<file path="config.mk">
export PLATFORM = sky130hd
export DESIGN_NAME = flash_ctrl_rd_engine_flat
export DESIGN_NICKNAME = d
export VERILOG_FILES = /design/src/rtl/flash_ctrl_rd_engine_if.sv /design/src/rtl/flash_ctrl_rd_engine.sv /design/src/flat_wrapper.sv
export SDC_FILE = /design/constraint.sdc
export NUM_CORES = 1
export LEC_CHECK = 0
export CAP_MARGIN = 10
export CORE_UTILIZATION = 49
export DETAILED_ROUTE_END_ITERATION = 7
export GPL_ROUTABILITY_DRIVEN = 0
export GPL_TIMING_DRIVEN = 0
export PLACE_DENSITY = 0.93
export SLEW_MARGIN = 20
export SYNTH_ARGS = -nofsm -noshare
export SYNTH_HDL_FRONTEND = slang
export SYNTH_SLANG_ARGS = --single-unit
</file>
<file path="constraint.sdc">
create_clock -name clk_i -period 2.6 [get_ports clk_i]
set_input_delay 0.52 -clock clk_i [delete_from_list [all_inputs] [get_ports clk_i]]
set_output_delay 0.52 -clock clk_i [all_outputs]
set_load 0.02 [all_outputs]
</file>
<file path="src/rtl/flash_ctrl_rd_engine_if.sv">
// Signal bundle between the flash read engine and its arbiter, flash phy and rd_fifo.
// The slave modport is the engine side; master is everything that surrounds it.
interface flash_ctrl_rd_engine_if #(
  parameter int BusWidth  = 32,
  parameter int NumWordsW = 12
);
  logic                 op_start_i;
  logic [31:0]          op_addr_i;
  logic [NumWordsW-1:0] op_num_words_i;
  logic                 op_abort_i;
  logic                 op_done_o;
  logic                 op_err_o;
  logic [31:0]          err_addr_o;

  logic                 flash_req_o;
  logic [29:0]          flash_addr_o;
  logic                 flash_done_i;
  logic [BusWidth-1:0]  flash_rdata_i;
  logic                 flash_err_i;

  logic                 data_wvalid_o;
  logic [BusWidth-1:0]  data_wdata_o;
  logic                 data_wready_i;

  modport slave (
    input  op_start_i, op_addr_i, op_num_words_i, op_abort_i,
    output op_done_o, op_err_o, err_addr_o,
    output flash_req_o, flash_addr_o,
    input  flash_done_i, flash_rdata_i, flash_err_i,
    output data_wvalid_o, data_wdata_o,
    input  data_wready_i
  );

  modport master (
    output op_start_i, op_addr_i, op_num_words_i, op_abort_i,
    input  op_done_o, op_err_o, err_addr_o,
    input  flash_req_o, flash_addr_o,
    output flash_done_i, flash_rdata_i, flash_err_i,
    input  data_wvalid_o, data_wdata_o,
    output data_wready_i
  );
endinterface

</file>
<file path="src/rtl/flash_ctrl_rd_engine.sv">
// Flash read engine: issues one word read at a time to the phy and pushes each
// returned word into the rd_fifo, reporting completion and the first error address.
module flash_ctrl_rd_engine #(
  parameter int BusWidth  = 32,
  parameter int NumWordsW = 12
) (
  input logic                  clk_i,
  input logic                  rst_i,
  flash_ctrl_rd_engine_if.slave bus
);

  typedef enum logic [2:0] {
    StIdle,
    StRead,
    StPush,
    StDone,
    StDrain
  } state_e;

  state_e               state_q, state_d;
  logic                 start_q;
  logic                 start_block_q;
  logic [29:0]          word_addr_q;
  logic [NumWordsW-1:0] count_q;
  logic                 err_q;
  logic [31:0]          err_addr_q;
  logic [BusWidth-1:0]  hold_q;

  logic                 accept;
  logic                 capture;
  logic                 advance;
  logic                 unused_addr_bits;

  assign unused_addr_bits = ^bus.op_addr_i[1:0];

  // A start still high when reset releases is blocked until it has been seen low.
  assign accept = (state_q == StIdle) && bus.op_start_i && !start_q && !start_block_q;

  always_ff @(posedge clk_i) begin
    if (rst_i) begin
      state_q <= StIdle;
    end else begin
      state_q <= state_d;
    end
  end

  always_comb begin
    state_d = state_q;
    capture = 1'b0;
    advance = 1'b0;
    unique case (state_q)
      StIdle: begin
        if (accept) state_d = StRead;
      end
      StRead: begin
        if (bus.op_abort_i) begin
          state_d = bus.flash_done_i ? StIdle : StDrain;
        end else if (bus.flash_done_i) begin
          capture = 1'b1;
          state_d = StPush;
        end
      end
      StPush: begin
        if (bus.op_abort_i) begin
          state_d = StIdle;
        end else if (bus.data_wready_i) begin
          if (count_q == '0) begin
            state_d = StDone;
          end else begin
            advance = 1'b1;
            state_d = StRead;
          end
        end
      end
      StDone: begin
        state_d = StIdle;
      end
      StDrain: begin
        if (bus.flash_done_i) state_d = StIdle;
      end
      default: state_d = StIdle;
    endcase
  end

  always_ff @(posedge clk_i) begin
    if (rst_i) begin
      start_q       <= 1'b0;
      start_block_q <= bus.op_start_i;
      word_addr_q   <= '0;
      count_q       <= '0;
      err_q         <= 1'b0;
      err_addr_q    <= '0;
      hold_q        <= '0;
    end else begin
      start_q <= bus.op_start_i;
      if (!bus.op_start_i) start_block_q <= 1'b0;

      if (accept) begin
        word_addr_q <= bus.op_addr_i[31:2];
        count_q     <= bus.op_num_words_i;
        err_q       <= 1'b0;
      end

      if (capture) begin
        hold_q <= bus.flash_err_i ? '1 : bus.flash_rdata_i;
        if (bus.flash_err_i && !err_q) begin
          err_q      <= 1'b1;
          err_addr_q <= {word_addr_q, 2'b00};
        end
      end

      if (advance) begin
        count_q     <= count_q - NumWordsW'(1);
        word_addr_q <= word_addr_q + 30'd1;
      end
    end
  end

  // Abort in StDone suppresses the completion pulse in the same cycle.
  assign bus.op_done_o     = (state_q == StDone) && !bus.op_abort_i;
  assign bus.op_err_o      = bus.op_done_o && err_q;
  assign bus.err_addr_o    = err_addr_q;
  assign bus.flash_req_o   = (state_q == StRead);
  assign bus.flash_addr_o  = word_addr_q;
  assign bus.data_wvalid_o = (state_q == StPush);
  assign bus.data_wdata_o  = hold_q;

endmodule
</file>
<file path="src/flat_wrapper.sv">
// flat-port wrapper written by rule: the top's interface ports become plain ports
module flash_ctrl_rd_engine_flat 
#(
  parameter int BusWidth  = 32,
  parameter int NumWordsW = 12
)
  (clk_i, rst_i, bus_op_start_i, bus_op_addr_i, bus_op_num_words_i, bus_op_abort_i, bus_op_done_o, bus_op_err_o, bus_err_addr_o, bus_flash_req_o, bus_flash_addr_o, bus_flash_done_i, bus_flash_rdata_i, bus_flash_err_i, bus_data_wvalid_o, bus_data_wdata_o, bus_data_wready_i);
  flash_ctrl_rd_engine_if #(.BusWidth(BusWidth), .NumWordsW(NumWordsW)) bus_i ();
  input logic clk_i;
  input logic rst_i;
  input wire logic [$bits(bus_i.op_start_i)-1:0] bus_op_start_i;
  input wire logic [$bits(bus_i.op_addr_i)-1:0] bus_op_addr_i;
  input wire logic [$bits(bus_i.op_num_words_i)-1:0] bus_op_num_words_i;
  input wire logic [$bits(bus_i.op_abort_i)-1:0] bus_op_abort_i;
  output wire logic [$bits(bus_i.op_done_o)-1:0] bus_op_done_o;
  output wire logic [$bits(bus_i.op_err_o)-1:0] bus_op_err_o;
  output wire logic [$bits(bus_i.err_addr_o)-1:0] bus_err_addr_o;
  output wire logic [$bits(bus_i.flash_req_o)-1:0] bus_flash_req_o;
  output wire logic [$bits(bus_i.flash_addr_o)-1:0] bus_flash_addr_o;
  input wire logic [$bits(bus_i.flash_done_i)-1:0] bus_flash_done_i;
  input wire logic [$bits(bus_i.flash_rdata_i)-1:0] bus_flash_rdata_i;
  input wire logic [$bits(bus_i.flash_err_i)-1:0] bus_flash_err_i;
  output wire logic [$bits(bus_i.data_wvalid_o)-1:0] bus_data_wvalid_o;
  output wire logic [$bits(bus_i.data_wdata_o)-1:0] bus_data_wdata_o;
  input wire logic [$bits(bus_i.data_wready_i)-1:0] bus_data_wready_i;
  assign bus_i.op_start_i = bus_op_start_i;
  assign bus_i.op_addr_i = bus_op_addr_i;
  assign bus_i.op_num_words_i = bus_op_num_words_i;
  assign bus_i.op_abort_i = bus_op_abort_i;
  assign bus_op_done_o = bus_i.op_done_o;
  assign bus_op_err_o = bus_i.op_err_o;
  assign bus_err_addr_o = bus_i.err_addr_o;
  assign bus_flash_req_o = bus_i.flash_req_o;
  assign bus_flash_addr_o = bus_i.flash_addr_o;
  assign bus_i.flash_done_i = bus_flash_done_i;
  assign bus_i.flash_rdata_i = bus_flash_rdata_i;
  assign bus_i.flash_err_i = bus_flash_err_i;
  assign bus_data_wvalid_o = bus_i.data_wvalid_o;
  assign bus_data_wdata_o = bus_i.data_wdata_o;
  assign bus_i.data_wready_i = bus_data_wready_i;
  flash_ctrl_rd_engine #(.BusWidth(BusWidth), .NumWordsW(NumWordsW)) u_core (.clk_i(clk_i), .rst_i(rst_i), .bus(bus_i));
endmodule
</file>
# == Word-level counts from Yosys, hierarchy flattened ==
# Cells that the tools add are included.
# totals
register_bits,110
inputBits,83
out_inout_bits,98
word_cells,60
# op_classes
add_sub_neg,2
eq_ne,9
n_mux,26
n_reduce_logical,15
# ops
op,count
two-way mux 30 bit,2
two-way mux 32 bit,1
"adder 30 x 1 -> 30 bit, second input constant",1
two-way mux 12 bit,2
two-way mux 3 bit,7
logical NOT 12 bit,1
two-way mux 1 bit,12
one-hot mux 3 bit (4 select lines),1
"subtractor 12 x 1 -> 12 bit, second input constant",1
"equality test 3 x 2 -> 1 bit, second input constant",2
logical AND 1 bit,6
"!= test 3 x 2 -> 1 bit, second input constant",2
logical NOT 1 bit,4
"!= test 2 bit, second input constant",2
AND reduction 4 bit,1
"equality test 3 x 1 -> 1 bit, second input constant",1
"equality test 3 bit, second input constant",1
logical NOT 3 bit,1
two-way mux 2 bit,1
"!= test 2 x 1 -> 1 bit, second input constant",1
AND reduction 2 bit,1
nonzero test 2 bit,1

# == Longest topological paths before layout ==
# logic_depth
ltp_word,7
depth_mapped,8
ltp_nobuf,7

# == Worst setup path before layout ==
# Ideal clock, no wire load.
# synth_path
path_type,in2reg
start,input bus_op_abort_i
end,"register u_core.word_addr_q[9], in the netlist u_core.bus.flash_addr_o[9]"
setup_time_ns,0.074
t_arrival_ns,1.902
t_required_ns,2.526
slack_ns,0.623
stages,7
n_path_buf,2
path_cell_list,buf_2 > nor4b_4 > and2_4 > buf_6 > nand2_4 > or4_1 > a31oi_1
# synth_between
elab_chain_len,3
word_cells_on_any_way,4
classes_between,3 x mux; 1 x reduce/logical
# synth_rtl
element,line,rtl
"start, declared",flat_wrapper.sv:14,input wire logic [$bits(bus_i.op_abort_i)-1:0] bus_op_abort_i;
two-way mux 1 bit *,flash_ctrl_rd_engine.sv:64,if (bus.op_abort_i) begin
two-way mux 1 bit *,flash_ctrl_rd_engine.sv:51,unique case (state_q)
two-way mux 30 bit or nonzero test 2 bit (tied branches),n/a,
"end signal, assigned",flash_ctrl_rd_engine.sv:99,word_addr_q <= bus.op_addr_i[31:2];
"end signal, assigned",flash_ctrl_rd_engine.sv:114,word_addr_q <= word_addr_q + 30'd1;
"end, declared",flash_ctrl_rd_engine.sv:23,logic [29:0] word_addr_q;
# Mark *: on every way between the ends. The rest lies on a longest branch, timed or not.
# A chain may end at the register's enable or synchronous reset.

# == Worst setup path in the final report ==
# layout_path
start,input bus_op_start_i
end,"register u_core.word_addr_q[7], in the netlist u_core.bus.flash_addr_o[7]"
# layout_between
elab_chain_len,4
# layout_rtl
element,line,rtl
"start, declared",flat_wrapper.sv:11,input wire logic [$bits(bus_i.op_start_i)-1:0] bus_op_start_i;
logical AND 1 bit (3 in a row),flash_ctrl_rd_engine.sv:37,assign accept = (state_q == StIdle) && bus.op_start_i && !start_q && !start_block_q;
nonzero test 2 bit (no source line),n/a,
# Every way passes these cells.

==> metrics.txt <==
part of the cycle the worst path needs=96.5%; post-synth top area share=between 40% and 50%; library cells used by synthesis=just over 60; Logic pwr share=20.4%; vias post-DR=around 5600; Worst-Margin Slew=0.649 ns; final setup vio count=0; Worst EP arrival=roughly 2.8 ns; dpl cells=924; Largest stage delay, worst path=around 0.52 ns; Sequential Power Share=50.8%; final instance area=around 7300 um^2; vias in the first global route=around 5500; clock sinks=110; drt wl/cell=between 15 and 20 um; first-pass GRT wire length=roughly 27000 um; maxcap violations=0; First-pass DRT Iterations=5; die width=~100 um; Fillers=816; postcts setup bufs=0; Mapped Cells=613; # H-tree levels=3; flops & latches, synth=110; largest net degree at the start of global routing=19; leakage power=between 2 and 3 nW; Sw Ratio=a little under a third; status=finished, final reports clean; nature of the critical path endpoint=flip-flop; Yosys top cell by area=dfxtp_1; Worst-path clk slew=around 0.11 ns; RSZ-0062 raised after global routing=false; slowest CP cell=clkbuf_1; Die Ht=105 um; min-delay worst type=reg2reg; sequential area share after synthesis=about 43%; Final #Nets=just under 900; Max Clk Rate=between 0.3 and 0.4 GHz; clock root cell=clkbuf_8; crit path cell chain=clkdlybuf4s50_1 -> or3b_1 -> nor4_4 -> clkbuf_1 -> nand2_1 -> o31ai_1 -> o2bb2ai_1; Placed Area=~7100 um^2; PD cells=~500 nW/um^2; DPL Wire Length=roughly 12000 um; Syn Area/Cell=roughly 8.4 um^2; cts bufs inserted=9; drt via density=about 6.0; n_diodes=0; Routed WL=between 15000 and 20000 um; Worst Path Required=a little under 3 ns; total gr overflow=0; clock skew=0.0153 ns; Final ANT Viol Nets=0; Startpoint Class=input pin; Longest Clk Path Bufs=2; die area=around 11000 um^2; Final Hold Violating Endpoints=0; Finished Core Util=between 70% and 80%; yosys warns=0; Tot Pwr=around 3.6 mW; initial antenna violation count=0; Top FF cell, synth=dfxtp_1; P_int=approximately 2.5 mW; clk_lat worst skew=roughly 0.37 ns; 1st-iter DRT viols=slightly below 500; Slew Viols, Final=0; crit path max fanout=10; Core Area=a little over 10000 um^2; Period minus WS final=between 2 and 3 ns; Non-Filler Instances=940; IO Port Bufs=around 170; Area growth syn-to-layout=41.2%; number of top-level pins=between 150 and 200; Initial Util=around half; DRC viols=0; # rows=37; Clk network pwr share=roughly 29%; commonest cells in the synthesized netlist=dfxtp_1, nor2_1, nor3_1; worst rel slew slack=56.3%; GRT Total Usage=a little under a third; hold buffers post-CTS=0; sw power=1.10 mW; post-synthesis cell area=~5000 um^2; count of flip-flops with a built-in enable after synthesis=1; layout cells sized above 1=6.09%; DP Worst Slack=-0.230 ns; Worst Slack Setup Final=0.0901 ns; Synth area leaders=dfxtp_1, nor3_1, mux2i_1, nor2_1, nand2_1; VDD IR max=0.000289 V; CTS tree=done; async set-reset flop share out of synthesis=0%; Crit Path Class=in2reg; cell with the most instances after synthesis=dfxtp_1
cell usage in the layout, fill, tap and decap left out, types with 14 or more instances in the layout:
master and n:
clkdlybuf4s50_1 172, nand3_1 24, a21oi_1 22, nor2_1 79, a31oi_1 24, o211ai_1 17, nand4_1 14, clkbuf_1 30
nor3_1 75, mux2i_1 31, dfxtp_1 109, nand2_1 54
stage by stage:
stage               hold WS [ns]  setup TNS (ns)
finish                     0.484               0
global placement           0.457           -3.34
floorplan                  0.440               0
global route               0.511               0
CTS                        0.480               0
detailed placement         0.464           -4.98
what timing repair did:
action	CTS	global route
cloned	0	0
resized for setup	1	2
setup endpoints to repair	1	2
area by class of cell:
| type | instances | area, um^2 | share of cell area, % |
|---|---|---|---|
| clock inverters | 4 | 37.5 | 0.516 |
| well taps | 136 | 170 | 2.34 |
| multi-input cells | 448 | 2700 | 37.1 |
| clock buffers | 12 | 165 | 2.27 |
| inverters | 10 | 37.5 | 0.516 |
| flip-flops and latches | 110 | 2210 | 30.4 |
| repair buffers | 174 | 1750 | 24.0 |
| plain buffers | 46 | 208 | 2.85 |
cell families (layout without fill, tap and decap cells):
family | count (synthesis) | in the layout | synth area share (%)
flops | 110 | 110 | 42.9
mux | 32 | 32 | 6.24
fa+ha+maj | 3 | 3 | 0.729
simple gates | 317 | 317 | 32.9
other cells | 1 | 2 | 0.0728
compound gates | 94 | 94 | 12.4
buf+inv | 56 | 246 | 4.74
flip-flops by register name, summed over array words and instances (netlist names):
signal and count:
u_core.start_q 1, u_core.start_block_q 1, u_core.count_q 12, u_core.bus.data_wdata_o 32, u_core.err_q 1, u_core.bus.err_addr_o 30
u_core.bus.flash_addr_o 30, u_core.state_q 3
worst paths after layout:
| path | startpoint | endpoint | slack, ns | depth (start not counted) |
|---|---|---|---|---|
| max | bus_op_start_i | u_core.bus.flash_addr_o[7]$_SDFFE_PP0P_ | 0.09 | 7 |
| min | u_core.count_q[0]$_SDFFE_PP0P_ | u_core.count_q[0]$_SDFFE_PP0P_ | 0.48 | 2 |
| max reg2reg | u_core.start_block_q$_SDFFCE_PN0P_ | u_core.bus.flash_addr_o[7]$_SDFFE_PP0P_ | 0.39 | 6 |
| min reg2reg | u_core.count_q[0]$_SDFFE_PP0P_ | u_core.count_q[0]$_SDFFE_PP0P_ | 0.48 | 2 |
power groups by stage:
stage | clock (mW) | sequential [mW] | combinational (mW)
CTS | 1.06 | 1.85 | 0.733
floorplan | 0 | 1.93 | 0.328
detailed placement | 0 | 1.89 | 0.729
finish | 1.05 | 1.85 | 0.742
global route | 1.12 | 1.86 | 0.794
global placement | 0 | 1.88 | 0.708
layer usage:
layer	part of all wire (%)	up-vias	track usage (%)
met1	37	2576	35.5
li1	-	2608	-
met5	0	-	0
met3	11	53	7.17
met4	3.2	0	14.9
met2	48	376	52.0
critical path: cells and delay by family:
| family | cells | cell delay (ns) |
|---|---|---|
| buffers and inverters | 2 | 1.03 |
| AND/OR/NAND/NOR | 3 | 0.97 |
| AO/OA/AOI/OAI | 2 | 0.28 |
No activity file was read; power rests on OpenSTA's default activity.
